## src/rtl/dm_access_ctrl_if.sv

```systemverilog
// Pipeline-to-DM bus for dm_access_ctrl: M-stage request/response plus the data-memory port.
// master = pipeline/DM environment, slave = the access controller.
interface dm_access_ctrl_if;
  logic        req_valid;
  logic [2:0]  req_op;
  logic [31:0] req_pc;
  logic [31:0] req_addr;
  logic [31:0] req_wdata;
  logic        req_ready;
  logic        stall;
  logic        rsp_valid;
  logic [31:0] rsp_rdata;
  logic        exc_valid;
  logic [4:0]  exc_code;
  logic        dm_ce;
  logic        dm_we;
  logic        dm_re;
  logic [3:0]  dm_be;
  logic [31:0] dm_addr;
  logic [31:0] dm_din;
  logic [31:0] dm_pc;
  logic [31:0] dm_dout;
  logic        dm_ready;

  modport master (
    output req_valid, req_op, req_pc, req_addr, req_wdata, dm_dout, dm_ready,
    input  req_ready, stall, rsp_valid, rsp_rdata, exc_valid, exc_code,
           dm_ce, dm_we, dm_re, dm_be, dm_addr, dm_din, dm_pc
  );

  modport slave (
    input  req_valid, req_op, req_pc, req_addr, req_wdata, dm_dout, dm_ready,
    output req_ready, stall, rsp_valid, rsp_rdata, exc_valid, exc_code,
           dm_ce, dm_we, dm_re, dm_be, dm_addr, dm_din, dm_pc
  );
endinterface

```

## src/rtl/dm_access_ctrl.sv

```systemverilog
// Memory-stage load/store controller in front of the data memory (alignment, lanes, extension).
// Optional posted-store buffer: `define DM_POSTED_STORE_EN.
module dm_access_ctrl #(
  parameter logic [4:0] EXC_ADEL = 5'd4,
  parameter logic [4:0] EXC_ADES = 5'd5
) (
  input  logic            clk,
  input  logic            reset,
  dm_access_ctrl_if.slave bus
);

  localparam logic [2:0] OP_LW  = 3'b000;
  localparam logic [2:0] OP_LH  = 3'b001;
  localparam logic [2:0] OP_LHU = 3'b010;
  localparam logic [2:0] OP_LB  = 3'b011;
  localparam logic [2:0] OP_LBU = 3'b100;
  localparam logic [2:0] OP_SW  = 3'b101;
  localparam logic [2:0] OP_SH  = 3'b110;
  localparam logic [2:0] OP_SB  = 3'b111;

  typedef enum logic {IDLE = 1'b0, ACCESS = 1'b1} state_t;

  state_t state_q, state_nxt;

  logic        req_ready;
  logic        req_store;
  logic        req_mis;
  logic        start;
  logic        trap;
  logic        finish;

  logic        dm_ce_p1;
  logic        dm_we_p1;
  logic        dm_re_p1;
  logic [3:0]  dm_be_p1;
  logic [31:0] dm_addr_p1;
  logic [31:0] dm_din_p1;
  logic [31:0] dm_pc_p1;
  logic        rsp_vld_p1;
  logic [31:0] rsp_rdata_p1;
  logic        exc_vld_p1;
  logic [4:0]  exc_code_p1;
  logic [2:0]  op_p1;
  logic [1:0]  lane_p1;
`ifdef DM_POSTED_STORE_EN
  logic        posted_p1;
`endif

  function automatic logic is_store(input logic [2:0] op);
    return op[2] & (op[1] | op[0]);
  endfunction

  function automatic logic misaligned(input logic [2:0] op, input logic [1:0] a);
    case (op)
      OP_LW, OP_SW:         return a != 2'b00;
      OP_LH, OP_LHU, OP_SH: return a[0];
      default:              return 1'b0;
    endcase
  endfunction

  // Loads read the whole word; extraction happens on the way back.
  function automatic logic [3:0] byte_en(input logic [2:0] op, input logic [1:0] a);
    case (op)
      OP_SH:   return a[1] ? 4'b1100 : 4'b0011;
      OP_SB:   return 4'b0001 << a;
      default: return 4'b1111;
    endcase
  endfunction

  function automatic logic [31:0] lane_data(input logic [2:0] op, input logic [31:0] w);
    case (op)
      OP_SW:   return w;
      OP_SH:   return {2{w[15:0]}};
      OP_SB:   return {4{w[7:0]}};
      default: return 32'd0;
    endcase
  endfunction

  function automatic logic [31:0] load_extend(input logic [2:0] op, input logic [1:0] a,
                                              input logic [31:0] dout);
    logic signed [7:0]  b;
    logic signed [15:0] h;
    case (a)
      2'd0:    b = dout[7:0];
      2'd1:    b = dout[15:8];
      2'd2:    b = dout[23:16];
      default: b = dout[31:24];
    endcase
    h = a[1] ? dout[31:16] : dout[15:0];
    case (op)
      OP_LW:   return dout;
      OP_LH:   return 32'(h);
      OP_LHU:  return {16'd0, h};
      OP_LB:   return 32'(b);
      OP_LBU:  return {24'd0, b};
      default: return 32'd0;
    endcase
  endfunction

  assign req_ready     = (state_q == IDLE);
  assign req_store     = is_store(bus.req_op);
  assign req_mis       = misaligned(bus.req_op, bus.req_addr[1:0]);
  assign bus.req_ready = req_ready;
  assign bus.stall     = bus.req_valid & ~req_ready;

  always_comb begin
    state_nxt = state_q;
    start     = 1'b0;
    trap      = 1'b0;
    finish    = 1'b0;
    case (state_q)
      IDLE: begin
        if (bus.req_valid) begin
          if (req_mis) begin
            trap = 1'b1;
          end else begin
            start     = 1'b1;
            state_nxt = ACCESS;
          end
        end
      end
      ACCESS: begin
        if (bus.dm_ready) begin
          finish    = 1'b1;
          state_nxt = IDLE;
        end
      end
      default: state_nxt = IDLE;
    endcase
  end

  // p0 -> p1: request accepted, DM port registered; response/exception pulses
  always_ff @(posedge clk or negedge reset) begin
    if (!reset) begin
      state_q      <= IDLE;
      dm_ce_p1     <= 1'b0;
      dm_we_p1     <= 1'b0;
      dm_re_p1     <= 1'b0;
      dm_be_p1     <= '0;
      dm_addr_p1   <= '0;
      dm_din_p1    <= '0;
      dm_pc_p1     <= '0;
      rsp_vld_p1   <= 1'b0;
      rsp_rdata_p1 <= '0;
      exc_vld_p1   <= 1'b0;
      exc_code_p1  <= '0;
`ifdef DM_POSTED_STORE_EN
      posted_p1    <= 1'b0;
`endif
    end else begin
      state_q      <= state_nxt;
      rsp_vld_p1   <= 1'b0;
      rsp_rdata_p1 <= '0;
      exc_vld_p1   <= 1'b0;
      exc_code_p1  <= '0;
      if (trap) begin
        exc_vld_p1  <= 1'b1;
        exc_code_p1 <= req_store ? EXC_ADES : EXC_ADEL;
      end
      if (start) begin
        dm_ce_p1   <= 1'b1;
        dm_we_p1   <= req_store;
        dm_re_p1   <= ~req_store;
        dm_be_p1   <= byte_en(bus.req_op, bus.req_addr[1:0]);
        dm_addr_p1 <= {bus.req_addr[31:2], 2'b00};
        dm_din_p1  <= lane_data(bus.req_op, bus.req_wdata);
        dm_pc_p1   <= bus.req_pc;
`ifdef DM_POSTED_STORE_EN
        // Stores are acknowledged immediately and drain in the background.
        posted_p1  <= req_store;
        rsp_vld_p1 <= req_store;
`endif
      end
      if (finish) begin
        dm_ce_p1 <= 1'b0;
        dm_we_p1 <= 1'b0;
        dm_re_p1 <= 1'b0;
`ifdef DM_POSTED_STORE_EN
        posted_p1 <= 1'b0;
        if (!posted_p1) begin
          rsp_vld_p1   <= 1'b1;
          rsp_rdata_p1 <= load_extend(op_p1, lane_p1, bus.dm_dout);
        end
`else
        rsp_vld_p1   <= 1'b1;
        rsp_rdata_p1 <= load_extend(op_p1, lane_p1, bus.dm_dout);
`endif
      end
    end
  end

  // Request fields needed only at completion; only read in ACCESS, so no reset.
  always_ff @(posedge clk) begin
    if (start) begin
      op_p1   <= bus.req_op;
      lane_p1 <= bus.req_addr[1:0];
    end
  end

  assign bus.dm_ce     = dm_ce_p1;
  assign bus.dm_we     = dm_we_p1;
  assign bus.dm_re     = dm_re_p1;
  assign bus.dm_be     = dm_be_p1;
  assign bus.dm_addr   = dm_addr_p1;
  assign bus.dm_din    = dm_din_p1;
  assign bus.dm_pc     = dm_pc_p1;
  assign bus.rsp_valid = rsp_vld_p1;
  assign bus.rsp_rdata = rsp_rdata_p1;
  assign bus.exc_valid = exc_vld_p1;
  assign bus.exc_code  = exc_code_p1;

endmodule

```

## src/flat_wrapper.sv

```systemverilog
// flat-port wrapper written by rule: the top's interface ports become plain ports
module dm_access_ctrl_flat 
#(
  parameter logic [4:0] EXC_ADEL = 5'd4,
  parameter logic [4:0] EXC_ADES = 5'd5
)
  (clk, reset, bus_req_valid, bus_req_op, bus_req_pc, bus_req_addr, bus_req_wdata, bus_dm_dout, bus_dm_ready, bus_req_ready, bus_stall, bus_rsp_valid, bus_rsp_rdata, bus_exc_valid, bus_exc_code, bus_dm_ce, bus_dm_we, bus_dm_re, bus_dm_be, bus_dm_addr, bus_dm_din, bus_dm_pc);
  dm_access_ctrl_if bus_i ();
  input  logic clk;
  input  logic reset;
  input wire logic [$bits(bus_i.req_valid)-1:0] bus_req_valid;
  input wire logic [$bits(bus_i.req_op)-1:0] bus_req_op;
  input wire logic [$bits(bus_i.req_pc)-1:0] bus_req_pc;
  input wire logic [$bits(bus_i.req_addr)-1:0] bus_req_addr;
  input wire logic [$bits(bus_i.req_wdata)-1:0] bus_req_wdata;
  input wire logic [$bits(bus_i.dm_dout)-1:0] bus_dm_dout;
  input wire logic [$bits(bus_i.dm_ready)-1:0] bus_dm_ready;
  output wire logic [$bits(bus_i.req_ready)-1:0] bus_req_ready;
  output wire logic [$bits(bus_i.stall)-1:0] bus_stall;
  output wire logic [$bits(bus_i.rsp_valid)-1:0] bus_rsp_valid;
  output wire logic [$bits(bus_i.rsp_rdata)-1:0] bus_rsp_rdata;
  output wire logic [$bits(bus_i.exc_valid)-1:0] bus_exc_valid;
  output wire logic [$bits(bus_i.exc_code)-1:0] bus_exc_code;
  output wire logic [$bits(bus_i.dm_ce)-1:0] bus_dm_ce;
  output wire logic [$bits(bus_i.dm_we)-1:0] bus_dm_we;
  output wire logic [$bits(bus_i.dm_re)-1:0] bus_dm_re;
  output wire logic [$bits(bus_i.dm_be)-1:0] bus_dm_be;
  output wire logic [$bits(bus_i.dm_addr)-1:0] bus_dm_addr;
  output wire logic [$bits(bus_i.dm_din)-1:0] bus_dm_din;
  output wire logic [$bits(bus_i.dm_pc)-1:0] bus_dm_pc;
  assign bus_i.req_valid = bus_req_valid;
  assign bus_i.req_op = bus_req_op;
  assign bus_i.req_pc = bus_req_pc;
  assign bus_i.req_addr = bus_req_addr;
  assign bus_i.req_wdata = bus_req_wdata;
  assign bus_i.dm_dout = bus_dm_dout;
  assign bus_i.dm_ready = bus_dm_ready;
  assign bus_req_ready = bus_i.req_ready;
  assign bus_stall = bus_i.stall;
  assign bus_rsp_valid = bus_i.rsp_valid;
  assign bus_rsp_rdata = bus_i.rsp_rdata;
  assign bus_exc_valid = bus_i.exc_valid;
  assign bus_exc_code = bus_i.exc_code;
  assign bus_dm_ce = bus_i.dm_ce;
  assign bus_dm_we = bus_i.dm_we;
  assign bus_dm_re = bus_i.dm_re;
  assign bus_dm_be = bus_i.dm_be;
  assign bus_dm_addr = bus_i.dm_addr;
  assign bus_dm_din = bus_i.dm_din;
  assign bus_dm_pc = bus_i.dm_pc;
  dm_access_ctrl #(.EXC_ADEL(EXC_ADEL), .EXC_ADES(EXC_ADES)) u_core (.clk(clk), .reset(reset), .bus(bus_i));
endmodule
```

## config.mk

```make
export PLATFORM = sky130hd
export DESIGN_NAME = dm_access_ctrl_flat
export DESIGN_NICKNAME = d
export VERILOG_FILES = /design/src/rtl/dm_access_ctrl_if.sv /design/src/rtl/dm_access_ctrl.sv /design/src/flat_wrapper.sv
export SDC_FILE = /design/constraint.sdc
export NUM_CORES = 1
export LEC_CHECK = 0
export CAP_MARGIN = 20
export CORE_ASPECT_RATIO = 0.9
export CORE_MARGIN = 10
export CORE_UTILIZATION = 43
export CTS_BUF_LIST = sky130_fd_sc_hd__clkbuf_4 sky130_fd_sc_hd__clkbuf_8
export DETAILED_ROUTE_END_ITERATION = 10
export GPL_ROUTABILITY_DRIVEN = 0
export PLACE_DENSITY = 0.82
export SLEW_MARGIN = 20
export SYNTH_ARGS = -nofsm -noshare
export SYNTH_HDL_FRONTEND = slang
export SYNTH_SLANG_ARGS = --single-unit
```

## constraint.sdc

```tcl
create_clock -name clk -period 2.3 [get_ports clk]
set_input_delay 0.575 -clock clk [delete_from_list [all_inputs] [get_ports clk]]
set_output_delay 0.575 -clock clk [all_outputs]
set_load 0.05 [all_outputs]
```

======== After elaboration in Yosys (flattened, before gate mapping) ========
Index checks and enable logic that the tools add are counted.
storage, ports and cells
  input port bits ......................... 135
  logic and storage cells ................. 66
  register bits after elaboration ......... 146
  output and inout port bits .............. 144
cells by class
  reduce and logical (&&, ||, !) cells .... 7
  equality and inequality tests ........... 11
  multiplexer cells ....................... 28
  bitwise gates (word level) .............. 5
  shift operators ......................... 1
operator list
  operator                                                           count
  32-bit one-hot mux with 5 select lines                             1
  32-bit one-hot mux with 3 select lines                             1
  32-bit two-way mux                                                 1
  8-bit one-hot mux with 3 select lines                              1
  1-bit two-way mux                                                  18
  16-bit two-way mux                                                 1
  3-bit == test, second input constant                               4
  3-bit by 2-bit == test with 1-bit output, second input constant    3
  4-bit one-hot mux with 2 select lines                              1
  3-bit by 1-bit == test with 1-bit output, second input constant    2
  3-bit zero test                                                    2
  5-bit two-way mux                                                  1
  4-bit two-way mux                                                  1
  1-bit one-hot mux with 2 select lines                              2
  2-bit nonzero test                                                 2
  1-bit by 2-bit << shifter with 4-bit output, first input constant  1
  3-bit OR reduction                                                 1
  1-bit AND                                                          2
  2-bit by 1-bit == test with 1-bit output, second input constant    1
  2-bit == test, second input constant                               1
  2-bit zero test                                                    1
  1-bit inverter                                                     2
  2-bit OR reduction                                                 1
  1-bit OR                                                           1

======== Depth between registers and ports, before layout ========
Gate-level depths: netlist of the first run.
  word-level depth ........................ 8
  depth in mapped cells ................... 8
  depth with buffers taken out ............ 5

======== Least setup slack after synthesis of the first run ========
No wires, ideal clock.
  kind .................................... input to register
  from .................................... input bus_req_addr[0]
  to ...................................... register u_core.dm_pc_p1[10] (netlist: u_core.bus.dm_pc[10])
  buffers on the path ..................... 3
  data required time ...................... 2.175 ns
  slack ................................... 0.231 ns
  setup time .............................. 0.125 ns
  arrival ................................. 1.944 ns
  stages .................................. 8
  cell sequence ........................... buf_2 inv_1 a221o_2 nand2_4 inv_2 buf_6 buf_6 mux2_4
on the way
  word-level cells in the longest chain between the ends .. 5
ends and longest elaborated chain
  element                                  RTL line               source
  start: declaration                       flat_wrapper.sv:14     input wire logic [$bits(bus_i.req_addr)-1:0] bus_req_addr;
  2-bit nonzero test                       dm_access_ctrl.sv:55   OP_LW, OP_SW: return a != 2'b00;
  1-bit one-hot mux with 2 select lines *  dm_access_ctrl.sv:54   case (op)
  1-bit two-way mux *                      dm_access_ctrl.sv:114  if (req_mis) begin
  1-bit two-way mux *                      dm_access_ctrl.sv:113  if (bus.req_valid) begin
  1-bit two-way mux *                      dm_access_ctrl.sv:111  case (state_q)
  end signal: assignment                   dm_access_ctrl.sv:167  dm_pc_p1 <= bus.req_pc;
  end: declaration                         dm_access_ctrl.sv:38   logic [31:0] dm_pc_p1;
Every way passes the cells marked *; elsewhere a longest branch is shown, timed or not.
A chain may end at the register's enable or synchronous reset.

======== Final worst setup path of the first run ========
  from .................................... register u_core.dm_din_p1[11] (netlist: u_core.bus.dm_din[11])
  to ...................................... output bus_dm_din[11]
RTL lines
  element                   RTL line               source
  start: declaration        dm_access_ctrl.sv:37   logic [31:0] dm_din_p1;
  start signal: assignment  dm_access_ctrl.sv:166  dm_din_p1 <= lane_data(bus.req_op, bus.req_wdata);
  end: declaration          flat_wrapper.sv:29     output wire logic [$bits(bus_i.dm_din)-1:0] bus_dm_din;
No word-level cell between the ends.

==> results.tsv, run 1 <==
metric	value	unit
place_inst	959	
antenna_left	0	
cts.sinks	142	
routedWlPerCell	20.3	um
reg2regPathDepth	4	
grt_overflow	0	
initialDrtViolationCount	295	
cts_root_buf	clkbuf_8	
yosysWarnings	0	
power.leakage	4.23	nW
syn2layout_area_growth	57.6	%
viasPerCell	5.20	
fp.dieW	146	um
crit_slowest_cell	clkdlybuf4s50_1	
cp_top_family	buffers and inverters	
htreeDepth	4	
crit_chain	clkdlybuf4s50_1	
place_hpwl	15.3	mm
coreArea	14100	um2
placed_area	9250	um2
post-synth-top-area-cell	dfrtp_1	
cp.arrival	1.67	ns
drt-pass1-iter-count	7	
synth_area_leaders	dfrtp_1 (56%), mux2_4 (6.8%), mux2_2 (6.6%)	
slew_headroom	57.6	%
synth_edf_count	5	
grt_pass1_wl	31.8	mm
drv_cap	0	
clock_path_buffers	2	
reg2reg_from	u_core.op_p1[1]	
slowest_delay	0.83	ns
port_buffers	273	
fin_crit_sh	97.7	%
die_h	134	um
critPathLaunchType	flip-flop	
drc	0	
total_power	9.18	mW
synth_top_flop_cell	dfrtp_1	
n_antenna_cell	0	
yosysTopAreaCellShare	55.6	%
finalSetupViolations	0	
yosys-top-cells-count	dfrtp_1 (137), nand2_1 (47), a21oi_1 (37), a22oi_1 (37), mux2_2 (36)	
power_density	945	nW/um2
max_freq	0.445	GHz
ys_types	41	
status	complete, no violations	
vias	5156	
final-max-slew-violation-count	0	
rrSetupSlack	0.35	ns
critPathRequiredTime	1.73	ns
worst_pin_slew	0.637	ns
syn_area	6170	um2
instances_no_fill	992	
peakVddDrop	0.693	mV
hp-class	input port to async pin	
clkTransAtPathRegs	0.09	ns
syn_avg_cell_area	12.5	um2
drive_above_1_share	18.5	%
final_area	9720	um2
crit_buf_inv	1	
clk_latency	0.45	ns
grt_max_degree	73	
async_flop_share	96.5	%
cts_buffers	17	
first_global_vias	5645	
hold_viol_final	0	
period_minus_slack	2.25	ns
ioPinCount	279	
cts_setup_buffers	0	
track_usage	20.5	%
antenna_found_initial	0	
skew	0.0147	ns
initial_core_util	43.9	%
cp-end-kind	output port	
r2r_end	u_core.bus.rsp_rdata[6]	
num_rows	41	
synth_most_common_cell	dfrtp_1	
grt_setup_unrepaired	no	
totalWireLength	20.1	mm
critPathKind	flip-flop to output port	
nets	921	
die_area	19500	um2
syn_inst	492	
synth_seq_cells	142	
whs	0.459	ns
cp_max_fo	2	
tns	0	ns
cts_tree	built	
yosysSeqAreaShare	58.0	%
fill_cells	1007	
==> cell families after synthesis <==
| logic type | synth area share (%) |
|---|---|
| buf+inv | 4.89 |
| simple gates | 5.74 |
| fa+ha+maj | 0.162 |
| other cells | 0.0608 |
| flops | 58.0 |
| xor+xnor | 0.142 |
| mux | 16.6 |
| compound gates | 14.4 |
==> layout make-up <==
type,count,area [um2],area share [%]
clock buffer,17,234,2.41
clock inverter,15,208,2.14
inverter,27,103,1.06
multi-input combinational,291,2300,23.7
sequential,142,3580,36.8
tap,193,241,2.49
timing repair buffer,307,3050,31.4
==> metrics by stage <==
step	util, %	setup WS, ns
2_1_floorplan	-	0.231
3_3_place_gp	65.8	-0.235
3_5_place_dp	65.8	-0.295
4_1_cts	69.0	0.00822
5_1_grt	69.1	0.000471
6_report	69.1	0.0532
==> layout by cell type (no fill, tap or decap), drive strengths merged, types with 9 or more instances in the layout <==
| master | count |
|---|---|
| a22oi | 37 |
| dfrtp | 137 |
| mux2 | 64 |
| o2bb2ai | 16 |
| nor2 | 9 |
| inv | 31 |
| a21oi | 37 |
| clkdlybuf4s50 | 260 |
| nand2 | 48 |
| buf | 40 |
| clkbuf | 17 |
| o21ai | 26 |
==> worst max-delay path by stage <==
stage | end | from | depth (start not counted) | slack (ns)
after detailed placement | u_core.bus.dm_addr[12] | bus_req_op[1] | 8 | -0.29
after global placement | u_core.bus.dm_addr[30] | bus_req_op[1] | 8 | -0.24
after floorplan | u_core.bus.dm_pc[10] | bus_req_addr[0] | 8 | 0.23
after global routing | bus_dm_din[7] | u_core.bus.dm_din[7] | 1 | 0.0005
final | bus_dm_din[11] | u_core.bus.dm_din[11] | 1 | 0.05
after CTS | bus_exc_valid | u_core.bus.exc_code[2] | 1 | 0.008
==> routing by layer <==
| metal | global-route usage, % | part of all wire, % | vias to the layer above |
|---|---|---|---|
| met1 | 24.7 | 41 | 2486 |
| met2 | 32.8 | 48 | 306 |
| met5 | 0 | 0 | - |
| li1 | - | - | 2341 |
| met3 | 9.11 | 10 | 23 |
| met4 | 5.17 | 1.2 | 0 |
==> flip-flops by register name, indices dropped and copies added, names as in the netlist <==
name,flops
u_core.bus.dm_din,32
u_core.bus.dm_pc,32
u_core.bus.rsp_rdata,32
u_core.bus.dm_addr,30
u_core.bus.dm_be,4
u_core.op_p1,3
u_core.bus.exc_code,2
u_core.lane_p1,2
u_core.bus.dm_ce,1
u_core.bus.dm_re,1
u_core.bus.dm_we,1
u_core.bus.rsp_valid,1
u_core.state_q,1
==> power by group <==
group | total (mW) | leakage [nW] | internal, mW | switching, mW
clock | 2.22 | 0.218 | 1.20 | 1.02
sequential | 3.22 | 1.77 | 2.95 | 0.269
combinational | 3.74 | 2.24 | 1.44 | 2.30
==> repair_timing <==
action,CTS,global route
gates resized for setup,1,5
endpoints found under the setup margin,1,5
endpoints found under the hold margin,1,0
hold buffers,1,0
Power figures use the tool's default switching activity.
==> run 2: changes to the inputs <==
CORE_ASPECT_RATIO = 1.5   (was 0.9)
CORE_UTILIZATION = 46   (was 43)
PLACE_DENSITY = 0.87   (was 0.82)
SLEW_MARGIN = not set   (was 20)
clock period = 2.9 ns   (was 2.3 ns; I/O delays follow)
==> results.tsv, run 2 (synthesized netlist as in run 1, its figures left out) <==
metric	value	unit	change
place_inst	920		was 959
totalWireLength	20.5	mm	was 20.1 mm
power.leakage	4.09	nW	was 4.23 nW
cts_setup_buffers	0		unchanged
drive_above_1_share	17.4	%	was 18.5%
fp.dieW	115	um	was 146 um
rrSetupSlack	0.89	ns	was 0.35 ns
skew	0.00867	ns	was 0.0147 ns
finalSetupViolations	0		unchanged
hold_viol_final	0		unchanged
vias	5153		was 5,156
crit_chain	inv_1 > clkdlybuf4s50_1		was clkdlybuf4s50_1
total_power	7.09	mW	was 9.18 mW
crit_slowest_cell	clkdlybuf4s50_1		unchanged
coreArea	13100	um2	was 14,100 um2
place_hpwl	16.3	mm	was 15.3 mm
grt_pass1_wl	31.5	mm	was 31.8 mm
ctsResizeCount	0		was 1
use_met1	22.5	%	was 24.7%
antenna_left	0		unchanged
num_rows	51		was 41
reg2reg_from	u_core.lane_p1[1]		was u_core.op_p1[1]
power_density	742	nW/um2	was 945 nW/um2
cp-end-kind	output port		unchanged
peakVddDrop	0.589	mV	was 0.693 mV
initialDrtViolationCount	317		was 295
crit_buf_inv	2		was 1
cts_tree	built		unchanged
grt_util_met3	7.08	%	was 9.11%
critPathLaunchType	flip-flop		unchanged
reg2regPathDepth	4		unchanged
cts_root_buf	clkbuf_8		unchanged
port_buffers	273		unchanged
slowest_delay	0.81	ns	was 0.83 ns
track_usage	21.6	%	was 20.5%
worst_pin_slew	0.646	ns	was 0.637 ns
antenna_found_initial	1		was 0
status	complete, no violations		unchanged
routedWlPerCell	21.5	um	was 20.3 um
grt_setup_unrepaired	no		unchanged
instances_no_fill	953		was 992
r2r_end	u_core.bus.rsp_rdata[11]		was u_core.bus.rsp_rdata[6]
syn2layout_area_growth	55.0	%	was 57.6%
first_global_vias	5594		was 5,645
globalRouteMet2Util	38.0	%	was 32.8%
hp-class	input port to async pin		unchanged
grt_max_degree	55		was 73
drc	0		unchanged
drt-pass1-iter-count	5		was 7
initial_core_util	47.1	%	was 43.9%
cp.arrival	1.74	ns	was 1.67 ns
period_minus_slack	2.47	ns	
hold_buffers	0		was 1
die_area	18500	um2	was 19,500 um2
clkTransAtPathRegs	0.08	ns	was 0.09 ns
fin_crit_sh	85.1	%	
slew_headroom	56.9	%	was 57.6%
drv_cap	0		unchanged
htreeDepth	4		unchanged
tns	0	ns	unchanged
final-max-slew-violation-count	0		unchanged
cts.sinks	142		unchanged
die_h	162	um	was 134 um
clk_latency	0.43	ns	was 0.45 ns
nets	916		was 921
clock_path_buffers	2		unchanged
viasPerCell	5.41		was 5.20
cts_buffers	17		unchanged
pre_cts_slack	0.0614	ns	was -0.295 ns
mostFrequentLayoutCell	clkdlybuf4s50_1		unchanged
max_freq	0.405	GHz	
critPathKind	flip-flop to output port		unchanged
worst_slack	0.432	ns	was 0.0532 ns
critPathRequiredTime	2.17	ns	was 1.73 ns
final_cell_mix	clkdlybuf4s50_1 (271), dfrtp_1 (137), nand2_1 (47)		was clkdlybuf4s50_1 (260), dfrtp_1 (137), nand2_1 (47)
cp_top_family	buffers and inverters		unchanged
grt_overflow	0		unchanged
cp_max_fo	5		was 2
fill_cells	867		was 1,007
ioPinCount	279		unchanged
top_usage_layer	met2		unchanged
run 2: layout make-up:
| class | count | area [um2] | share of cell area (%) |
|---|---|---|---|
| multi-input cells | 291 | 2300 | 24.1 |
| clock inverters | 13 | 140 | 1.47 |
| repair buffers | 302 | 2980 | 31.2 |
| flip-flops and latches | 142 | 3580 | 37.4 |
| clock buffers | 18 | 248 | 2.59 |
| inverters | 27 | 103 | 1.07 |
| well taps | 159 | 199 | 2.08 |
| diodes | 1 | 2.50 | 0.0262 |
run 2: per-layer routing:
metal	routed length (um)	vias up
li1	-	2332
met1	7090	2484
met2	10800	288
met3	1830	49
met4	758	0
met5	0	-
run 2: where the power goes:
| group | switching, mW | internal, mW |
|---|---|---|
| clock network | 0.769 | 0.786 |
| logic | 1.83 | 1.14 |
| registers | 0.218 | 2.34 |
run 2: how the worst max path moves through the flow:
| stage | endpoint | cells past startpoint | from |
|---|---|---|---|
| 2_1_floorplan | u_core.bus.dm_pc[10] | 8 | bus_req_addr[0] |
| 3_3_place_gp | u_core.bus.dm_din[22] | 5 | bus_req_op[2] |
| 3_5_place_dp | u_core.bus.dm_din[18] | 5 | bus_req_op[2] |
| 4_1_cts | bus_req_ready | 2 | u_core.state_q |
| 5_1_grt | bus_req_ready | 2 | u_core.state_q |
| 6_report | bus_req_ready | 2 | u_core.state_q |
run 2: through the flow:
step                      hold WS [ns]  area (um2)  util (%)
after detailed placement         0.473        9160      70.0
after global placement           0.461        9160      70.0
final                            0.230        9560      73.1
after global routing             0.239        9560      73.1
after CTS                        0.231        9550      73.0
after floorplan                  0.429        6180         -
